### src/rtl/alu_seq.sv
// alu_seq: multi-cycle ALU sequencer.
// Accepts one instruction plus operands, decodes it into ALU control/operands,
// drives an external combinational ALU from registers, captures its result and
// hands a write-back record to the register file over a valid/ready handshake.
module alu_seq (
  input  logic        clock,
  input  logic        reset,
  input  logic        in_valid,
  output logic        in_ready,
  input  logic [31:0] instr,
  input  logic [31:0] rs_val,
  input  logic [31:0] rt_val,
  output logic [31:0] alu_a,
  output logic [31:0] alu_b,
  output logic [3:0]  alu_aluc,
  input  logic [31:0] alu_s,
  input  logic        alu_z,
  output logic        out_valid,
  input  logic        out_ready,
  output logic [31:0] out_result,
  output logic        out_z,
  output logic [4:0]  out_rd,
  output logic        out_wreg,
  output logic        out_illegal,
  output logic [31:0] op_count
);

  typedef enum logic [1:0] {
    IDLE   = 2'd0,
    DECODE = 2'd1,
    EXEC   = 2'd2,
    DONE   = 2'd3
  } state_t;

  state_t state_q, state_d;

  // Latched request
  logic [31:0] instr_q, rs_q, rt_q;

  // Registered ALU drive and write-back record
  logic [31:0] alu_a_q, alu_b_q;
  logic [3:0]  aluc_q;
  logic [31:0] result_q;
  logic        z_q;
  logic [4:0]  rd_q;
  logic        wreg_q;
  logic        illegal_q;
  logic [31:0] op_count_q;

  // Decoder outputs
  logic [31:0] dec_a, dec_b;
  logic [3:0]  dec_aluc;
  logic [4:0]  dec_rd;
  logic        dec_illegal;

  logic [5:0]  opcode, funct;
  logic [15:0] imm;

  assign opcode = instr_q[31:26];
  assign funct  = instr_q[5:0];
  assign imm    = instr_q[15:0];

  // State register
  always_ff @(posedge clock or posedge reset) begin
    if (reset) state_q <= IDLE;
    else       state_q <= state_d;
  end

  // Next-state and handshake outputs
  always_comb begin
    state_d   = state_q;
    in_ready  = 1'b0;
    out_valid = 1'b0;
    case (state_q)
      IDLE: begin
        in_ready = 1'b1;
        if (in_valid) state_d = DECODE;
      end
      DECODE: state_d = EXEC;
      EXEC:   state_d = DONE;
      DONE: begin
        out_valid = 1'b1;
        if (out_ready) state_d = IDLE;
      end
      default: state_d = IDLE;
    endcase
  end

  // Instruction decode: anything not matched stays illegal with zeroed operands
  always_comb begin
    dec_a       = 32'd0;
    dec_b       = 32'd0;
    dec_aluc    = 4'b0000;
    dec_rd      = 5'd0;
    dec_illegal = 1'b1;
    case (opcode)
      6'b000000: begin
        case (funct)
          6'b100000, 6'b100001: begin dec_aluc = 4'b0000; dec_illegal = 1'b0; end
          6'b100010, 6'b100011: begin dec_aluc = 4'b0100; dec_illegal = 1'b0; end
          6'b100100:            begin dec_aluc = 4'b0001; dec_illegal = 1'b0; end
          6'b100101:            begin dec_aluc = 4'b0101; dec_illegal = 1'b0; end
          6'b100110:            begin dec_aluc = 4'b0010; dec_illegal = 1'b0; end
          6'b101000:            begin dec_aluc = 4'b1011; dec_illegal = 1'b0; end
          6'b000000:            begin dec_aluc = 4'b0011; dec_illegal = 1'b0; end
          6'b000010:            begin dec_aluc = 4'b0111; dec_illegal = 1'b0; end
          6'b000011:            begin dec_aluc = 4'b1111; dec_illegal = 1'b0; end
          default: ;
        endcase
        if (!dec_illegal) begin
          dec_rd = instr_q[15:11];
          dec_b  = rt_q;
          // Shifts take the amount from the sa field instead of rs
          if (funct[5] == 1'b0) dec_a = {27'd0, instr_q[10:6]};
          else                  dec_a = rs_q;
        end
      end
      6'b001000: begin
        dec_aluc = 4'b0000; dec_illegal = 1'b0;
        dec_a = rs_q; dec_b = {{16{imm[15]}}, imm}; dec_rd = instr_q[20:16];
      end
      6'b001100: begin
        dec_aluc = 4'b0001; dec_illegal = 1'b0;
        dec_a = rs_q; dec_b = {16'd0, imm}; dec_rd = instr_q[20:16];
      end
      6'b001101: begin
        dec_aluc = 4'b0101; dec_illegal = 1'b0;
        dec_a = rs_q; dec_b = {16'd0, imm}; dec_rd = instr_q[20:16];
      end
      6'b001110: begin
        dec_aluc = 4'b0010; dec_illegal = 1'b0;
        dec_a = rs_q; dec_b = {16'd0, imm}; dec_rd = instr_q[20:16];
      end
      6'b001111: begin
        dec_aluc = 4'b0110; dec_illegal = 1'b0;
        dec_a = {16'd0, imm}; dec_b = 32'd0; dec_rd = instr_q[20:16];
      end
      default: ;
    endcase
  end

  // Datapath: latch request, register decode, capture ALU, count accepted records
  always_ff @(posedge clock or posedge reset) begin
    if (reset) begin
      instr_q    <= 32'd0;
      rs_q       <= 32'd0;
      rt_q       <= 32'd0;
      alu_a_q    <= 32'd0;
      alu_b_q    <= 32'd0;
      aluc_q     <= 4'b0000;
      result_q   <= 32'd0;
      z_q        <= 1'b0;
      rd_q       <= 5'd0;
      wreg_q     <= 1'b0;
      illegal_q  <= 1'b0;
      op_count_q <= 32'd0;
    end else begin
      case (state_q)
        IDLE: begin
          if (in_valid) begin
            instr_q <= instr;
            rs_q    <= rs_val;
            rt_q    <= rt_val;
          end
        end
        DECODE: begin
          alu_a_q   <= dec_a;
          alu_b_q   <= dec_b;
          aluc_q    <= dec_aluc;
          rd_q      <= dec_rd;
          illegal_q <= dec_illegal;
          wreg_q    <= !dec_illegal && (dec_rd != 5'd0);
        end
        EXEC: begin
          // Illegal records report zero regardless of what the ALU shows
          result_q <= illegal_q ? 32'd0 : alu_s;
          z_q      <= illegal_q ? 1'b0  : alu_z;
        end
        DONE: begin
          if (out_ready) op_count_q <= op_count_q + 32'd1;
        end
        default: ;
      endcase
    end
  end

  assign alu_a       = alu_a_q;
  assign alu_b       = alu_b_q;
  assign alu_aluc    = aluc_q;
  assign out_result  = result_q;
  assign out_z       = z_q;
  assign out_rd      = rd_q;
  assign out_wreg    = wreg_q;
  assign out_illegal = illegal_q;
  assign op_count    = op_count_q;

endmodule

### config.mk
export PLATFORM = sky130hd
export DESIGN_NAME = alu_seq
export DESIGN_NICKNAME = d
export VERILOG_FILES = /design/src/rtl/alu_seq.sv
export SDC_FILE = /design/constraint.sdc
export NUM_CORES = 1
export LEC_CHECK = 0
export BUFFER_PORTS_ARGS = -buffer_cell sky130_fd_sc_hd__clkbuf_2
export CORE_UTILIZATION = 56
export CTS_CLUSTER_DIAMETER = 150
export DETAILED_ROUTE_END_ITERATION = 7
export PLACE_DENSITY = 0.95
export SLEW_MARGIN = 40
export SYNTH_ARGS = -nofsm -noshare
export SYNTH_HDL_FRONTEND = slang
export SYNTH_SLANG_ARGS = --single-unit
### constraint.sdc
create_clock -name clock -period 10.6 [get_ports clock]
set_clock_uncertainty 0.1 [all_clocks]
set_input_delay 0.53 -clock clock [delete_from_list [all_inputs] [get_ports clock]]
set_output_delay 0.53 -clock clock [all_outputs]
set_load 0.005 [all_outputs]
# Yosys cells after proc, flatten, opt, wreduce, memory -nomap -nowiden
# Cells that the tools add are included.
# word_totals
register_bits,238
input_bits,133
elab_cells,67
# classes
add_sub_neg,1
n_eq_ne,20
mux,19
n_reduce_logical,14
# op_table
cell,count
$pmux W32 S3,2
$mux W32,4
$eq A6 B6 Y1 const B,8
$add A32 B1 Y32 const B,1
$pmux W4 S8,1
$eq A6 B4 Y1 const B,5
$pmux W4 S5,1
$eq A6 B2 Y1 const B,2
$logic_not A6 Y1,2
$reduce_or A11 Y1,1
$pmux W5 S2,1
$pmux W2 S4,1
$reduce_and A2 Y1,3
$mux W1,5
$mux W5,1
$reduce_bool A5 Y1,1
$reduce_or A5 Y1,1
$eq A2 B2 Y1 const B,2
$mux W2,2
$ne A2 B2 Y1 const B,2
$reduce_or A4 Y1,1
$reduce_or A3 Y1,1
$eq A2 B1 Y1 const B,1
$logic_not A2 Y1,1
4 further kinds,4

# Depth between registers and ports, before layout
# Gate-level depths: netlist (run 1).
# logic_depth
word_depth,8
depth_mapped,8
mapped_depth_nobuf,6

# Worst setup path before layout (run 1)
# OpenSTA, ideal clock, no wires.
# synth_timing
kind,register -> register
start,register instr_q[26]
end,"register alu_b_q[24], in the netlist alu_b[24]"
setup_ps,94
arrival_time_ps,2010
required_time_ps,10406
slack_ps,8396
path_stages_with_launch,7
path_buffers,1
period_less_slack_ps,2204
cell_sequence,dfrtp_1 or3_4 or4_4 a31oi_4 buf_4 nand2_1 a211oi_1
# synth_via
elab_chain_cells,3
elab_cells_between_ends,7
# synth_lines
item,line,text
start: declaration,38,"logic [31:0] instr_q, rs_q, rt_q;"
start signal: assignment,161,instr_q <= instr;
$eq A6 B4 Y1,96,case (opcode)
$reduce_or A3 Y1 (no line),--,
$pmux W32 S3 *,96,
end signal: assignment,149,alu_b_q <= 32'd0;
end signal: assignment,168,alu_b_q <= dec_b;
end: declaration,41,"logic [31:0] alu_a_q, alu_b_q;"
# Mark *: on every way between the ends. The rest lies on a longest branch, timed or not.
# A chain may end at the register's enable or synchronous reset.

# Worst setup path in the final report (run 1)
# layout_timing
start,register instr_q[26]
end,"register alu_a_q[9], in the netlist alu_a[9]"
# layout_via
elab_chain_cells,3
elab_cells_between_ends,8
# layout_lines
item,line,text
$eq A6 B4 Y1,96,
$reduce_or A4 Y1 (no line),--,
$pmux W32 S3 *,96,
end signal: assignment,148,alu_a_q <= 32'd0;
end signal: assignment,167,alu_a_q <= dec_a;
end: declaration,41,
# Marks and branches as above.

==> impl_results.md, run 1 <==
- Top post-synthesis cells by area: dfrtp_1, mux2_2, nor2_1
- NumNets Final: 1256
- Sequential share of the synthesized area: 0.590
- Switch Pwr: approximately 1.2 mW
- Sw Share: 0.342
- Avg Inst Size Synth: about 11 um^2
- Final Hold Fails: 0
- Adder-cell area share of the yosys netlist: 0.00735
- Synth Cell Area: 9880 um^2
- # port buffers: between 200 and 300
- Kind of critical path: reg2reg
- Max Buffers Root-to-Sink: 3
- Worst setup SP type: flop
- Crit path max fanout: 54
- Mapped Cells: about 860
- Largest family of logic cells by synthesized area: multiplexers
- Share of layout cells above drive strength 1: 0.375
- Worst VDD drop: 0.000159 V
- EDFF count, synth: 0
- Initial antenna violation count: 2
- Post-Syn Nets: roughly 1000
- Post-Synth XOR/XNOR Area: 0.0275
- Synth area leader: dfrtp_1
- Final slew viol count: 0
- Ports: 275
- Layout fillers: 1163
- Die width: 135 um
- PwrDens: approximately 290 nW/um^2
- Hold bufs inserted after CTS: 0
- Root Buffer: clkbuf_16
- Row count: 48
- Starting DRT DRC Count: 345
- Ys flop type: dfrtp_1
- PostCTS Resize Cnt: 0
- Grt ovf: 0
- WL per Instance: about 18 um
- DRT Pass-1 Iters: 6
- H-Tree Depth: 1
- CTS Buf Count: 24
- Total wire length: roughly 24000 um
- Leak Pwr: 5.88 nW
- Yosys top cell area share: 0.590
- WHS: 0.0636 ns
- Final setup vio count: 0
- TritonCTS clock tree: yes
- Required time worst endpoint: 10.92 ns
- Area grow syn2layout: 23.9%
- Clk_lat worst skew: 0.51 ns
- Initial core utilization: 0.573
- Drt drc: 0
- Fmax: between 0.3 and 0.4 GHz
- Total core area: 17200 um^2
- Via-per-instance ratio: 5.63
- Share of power burned in registers: 0.430
- Sink Count: 233
- Ys async rst share: 1.00
- Post-Synth Simple-Gate Area: 0.123
- Mux contribution to synthesized area: 0.128
- Synth Register Bits: 233
- Fin crit share: 0.270
- Internal power: around 2.3 mW
- Setup TNS: 0 ns
- Routability cong.: 0.822
- CP endpoint kind: flop
- CTS clk-pin slew, worst paths: approximately 0.060 ns
- Largest net degree at the start of global routing: 154
- Unrepaired setup endpoints after global routing: false
- Maxcap violations: 0
- First-pass GRT wire length: about 38000 um
- Tightest Pin Transition: 0.768 ns
- Crit path DAT: roughly 3.2 ns
- ANT nets after route: 0
- HP Class: in2async
- Post-DP HPWL: 16300 um
- Vias: 7674
- Total Routing Usage GR: 0.266
- Final core occ: 0.710
- Combinational share of power: 0.330
- Fin crit period: roughly 2.9 ns
- Die height: 135 um
- Yosys warns: 0
- Yosys cell types: 45
- Die Area: ~18000 um^2
- Clock power share: 0.240
- Number of post-CTS setup repair buffers: 0
- Vias in the first global route: 7585
- Compound-gate portion of the synthesized area: 0.0870
- Slew Limit Headroom: 0.486
- Status: finished, final reports clean
## synthesized netlist by cell type (3+ instances only)
| master | instances |
|---|---|
| a21oi_1 | 5 |
| nor2_1 | 101 |
| nand4_1 | 9 |
| dfrtp_1 | 233 |
| o2bb2ai_1 | 6 |
| o21ai_0 | 38 |
| mux2i_1 | 16 |
| buf_4 | 3 |
| nand3_1 | 15 |
| a31oi_1 | 3 |
| and3_1 | 6 |
| clkbuf_1 | 44 |
| and2_1 | 10 |
| buf_2 | 3 |
| a221oi_1 | 21 |
| a211oi_1 | 16 |
| a222oi_1 | 5 |
| nor3_1 | 22 |
| nand2_1 | 76 |
| inv_1 | 43 |
| a2111oi_0 | 10 |
| mux2_2 | 98 |
| xor2_1 | 5 |
| xnor2_1 | 26 |
| ha_1 | 5 |
| nor4_1 | 3 |
| nor2b_1 | 15 |
## per-stage QoR
stage | cell area (um^2) | power, mW | std cells | setup slack [ns]
6_report | 12200 | 3.51 | 1362 | 7.73
5_1_grt | 12200 | 3.73 | 1361 | 7.62
4_1_cts | 12200 | 3.53 | 1360 | 7.74
3_5_place_dp | 11400 | 2.68 | 1317 | 7.79
3_3_place_gp | 11400 | 2.60 | 1317 | 7.73
2_1_floorplan | 9880 | 2.23 | 864 | 3.58
## critical path, stage by stage (launching register included)
cell and delay [ns]:
dfrtp_1 0.44, or3_4 0.44, or4_4 0.53, a31oi_4 0.21
buf_4 0.56, a2111oi_0 0.24, nor3_1 0.24
## state kept, by name, indices dropped and copies added (netlist names)
name         count
out_wreg         1
alu_a           32
out_z            1
alu_b           32
rt_q            32
out_result      32
out_rd           5
op_count        32
out_illegal      1
instr_q         27
alu_aluc         4
state_q          2
rs_q            32
## cell families after synthesis
kind of cell,after synthesis
AOI/OAI and AO/OA,118
and+or+nand+nor,269
buffers and inverters,93
DFF,233
muxes,114
adders and majority gates,6
xor gates and xnor gates,31
## layout by cell type (no fill, tap or decap), types with 3 or more instances in the layout
cell type / count
ha_1: 4
a211oi_1: 16
and3_1: 6
o2bb2ai_1: 6
nand2_1: 75
a222oi_1: 5
inv_1: 41
buf_4: 6
xor2_1: 5
clkinv_2: 4
clkbuf_8: 4
dfrtp_1: 233
a221oi_1: 21
clkbuf_1: 7
mux2i_1: 16
mux2_2: 98
nor2b_1: 14
o21ai_0: 38
a31oi_1: 3
a2111oi_0: 10
nor3_1: 22
nor2_1: 99
clkbuf_16: 25
buf_6: 3
clkbuf_2: 269
a21oi_1: 5
xnor2_1: 26
nand3_1: 15
and2_1: 10
nand4_1: 9
## path summary, 6_finish.rpt
kind / startpoint / to / slack (ns) / cells after the start
max: instr_q[26]$_DFFE_PP0P_ / alu_a[9]$_DFFE_PP0N_ / 7.73 / 6
min: reset / op_count[27]$_DFFE_PP0P_ / 0.06 / 2
max reg2reg: instr_q[26]$_DFFE_PP0P_ / alu_a[9]$_DFFE_PP0N_ / 7.73 / 6
min reg2reg: op_count[31]$_DFFE_PP0P_ / op_count[31]$_DFFE_PP0P_ / 0.39 / 1
max in group asynchronous: reset / alu_a[12]$_DFFE_PP0N_ / 9.18 / 3
min in group clock: alu_s[9] / out_result[9]$_DFFE_PP0P_ / 0.13 / 3
## power groups by stage
stage / Clock (mW) / Combinational, mW / Sequential, mW
after floorplan: 0 / 0.779 / 1.45
after global placement: 0 / 1.11 / 1.49
after detailed placement: 0 / 1.17 / 1.52
after CTS: 0.855 / 1.17 / 1.51
after global routing: 0.888 / 1.29 / 1.55
final: 0.843 / 1.16 / 1.51
## routing by layer
metal / global-route usage / routed length, um
met5: 0 / 0
met3: 0.0631 / 2050
met4: 0.115 / 841
met1: 0.317 / 9410
met2: 0.459 / 12100
## cell type report
cell class,count,area [um^2],share of cell area
clock buffers,36,707,0.0578
diodes,2,5.00,0.000409
multi-input cells,538,3730,0.304
flip-flops and latches,233,5830,0.476
clock inverters,7,87.6,0.00716
repair buffers,278,1430,0.116
inverters,43,178,0.0145
well taps,225,282,0.0230
Power figures use the tool's default switching activity.
==> run 2: changes to the inputs <==
CORE_UTILIZATION = 47   (was 56)
PLACE_DENSITY = 0.86   (was 0.95)
clock period = 2.6 ns   (was 10.6 ns; I/O delays follow)
==> run 2 against run 1 <==
Against the previous run: total power rose to 4.2 times the previous value; combinational power grew to 4.5 times the previous value; maximum frequency increased by 18%; via count grew 8.9%; largest power group unchanged; register-to-register slack got worse by 7.6 ns; routed wire length up 18%; worst setup slack worse by 7.6 ns; die area is 19% higher; first-iteration DRC count grew 12%.
==> impl_results.md, run 2 (same netlist as run 1, synthesis figures left out) <==
- Placement Setup Slack: 0.182 ns
- Area grow syn2layout: 40.0%
- Grt ovf: 0
- Final std cell area, no fill: 13800 um^2
- Drt drc: 0
- WHS: 0.0877 ns
- Starting DRT DRC Count: 387
- # port buffers: roughly 270
- NumNets Final: 1403
- Routability cong.: 0.836
- Clk_lat worst skew: 0.51 ns
- Flop-to-flop setup slack: 0.16 ns
- Total wire length: 28900 um
- Required time worst endpoint: around 2.9 ns
- Tightest Pin Transition: a little over 0.8 ns
- Vias in the first global route: between 8000 and 9000
- Max Buffers Root-to-Sink: 3
- Fin crit period: roughly 2.4 ns
- PostCTS Resize Cnt: 0
- Row count: 52
- Final setup vio count: 0
- TritonCTS clock tree: yes
- Leak Pwr: 6.55 nW
- Worst VDD drop: 0.000606 V
- Sink Count: 233
- Slew Limit Headroom: 0.454
- Fin crit share: 0.938
- Worst setup SP type: flop
- Commonest non-fill, non-tap cells in the layout: clkbuf_2, dfrtp_1, dlygate4sd3_1
- Maxcap violations: 0
- Post-DP HPWL: between 15000 and 20000 um
- Via-per-instance ratio: 5.37
- Total core area: 20400 um^2
- Crit path max fanout: 35
- PwrDens: 1080 nW/um^2
- Fmax: 0.410 GHz
- Die Area: 21600 um^2
- H-Tree Depth: 1
- ANT nets after route: 0
- PnR worst setup slack: ~0.16 ns
- Final slew viol count: 0
- HP Class: in2async
- Status: finished, final reports clean
- First-pass GRT wire length: 45900 um
- Die width: 147 um
- Share of layout cells above drive strength 1: 0.345
- Total Routing Usage GR: 0.268
- Placement-stage cell area: 11700 um^2
- Root Buffer: clkbuf_16
- WL per Instance: 18.6 um
- Initial antenna violation count: 3
- Worst setup startpoint: instr_q[28]$_DFFE_PP0P_
- CP endpoint kind: flop
- Largest net degree at the start of global routing: 54
- Crit path DAT: 2.74 ns
- Commonest non-fill, non-tap cell in the layout: clkbuf_2
- CTS clk-pin slew, worst paths: 0.06 ns
- Total power: 14.9 mW
- DRT Pass-1 Iters: 5
- Ports: around 280
- CTS Buf Count: 25
- Kind of critical path: reg2reg
- Final core occ: 0.677
- Unrepaired setup endpoints after global routing: false
- Initial core utilization: 0.484
- Final Hold Fails: 0
- Die height: roughly 150 um
- Vias: 8354
- Worst reg2reg startpoint: instr_q[28]$_DFFE_PP0P_
-- run 2: final timing paths --
check | endpoint | cells past startpoint
max in group asynchronous | out_result[26]$_DFFE_PP0P_ | 5
worst max-delay path | alu_b[17]$_DFFE_PP0N_ | 6
worst max register to register | alu_b[17]$_DFFE_PP0N_ | 6
min in group clock | out_result[1]$_DFFE_PP0P_ | 4
worst min-delay path | alu_b[28]$_DFFE_PP0N_ | 3
worst min register to register | op_count[31]$_DFFE_PP0P_ | 1
-- run 2: per-layer routing --
metal | GRT usage | vias up | routed length (um)
met4 | 0.0985 | 0 | 836
met1 | 0.330 | 4111 | 11500
met2 | 0.463 | 380 | 14400
met3 | 0.0587 | 65 | 2140
met5 | 0 | - | 0
li1 | - | 3798 | -
-- run 2: through the flow --
| stage | instances | setup TNS, ns |
|---|---|---|
| floorplan | 864 | -158.42 |
| finish | 1555 | 0 |
| CTS | 1552 | 0 |
| global route | 1555 | 0 |
| global placement | 1380 | 0 |
| detailed placement | 1381 | 0 |
-- run 2: layout make-up --
type | instances | area, um^2
sequential | 233 | 5830
fill | 1369 | 6600
inverter | 43 | 165
clock inverter | 3 | 43.8
antenna | 3 | 7.51
multi-input combinational | 538 | 3710
tap | 270 | 338
timing repair buffer | 424 | 2970
clock buffer | 41 | 766
-- run 2: what timing repair did --
item	CTS	global route
setup buffers	0	0
hold buffers	127	0
hold endpoints to repair	157	0
-- run 2: report_power, final --
part           leakage [nW]  internal, mW  switching (mW)
clock network         0.398          2.10            1.37
logic                  3.21          2.54            2.69
registers              2.94          5.10            1.13
-- run 2: worst max-delay path, stage by stage, from the launching register on --
cell and delay [ns]:
dfrtp_1 0.44, or3_4 0.38, or4_4 0.53, a31oi_4 0.25, buf_12 0.25, nand2_1 0.09, a211oi_1 0.29
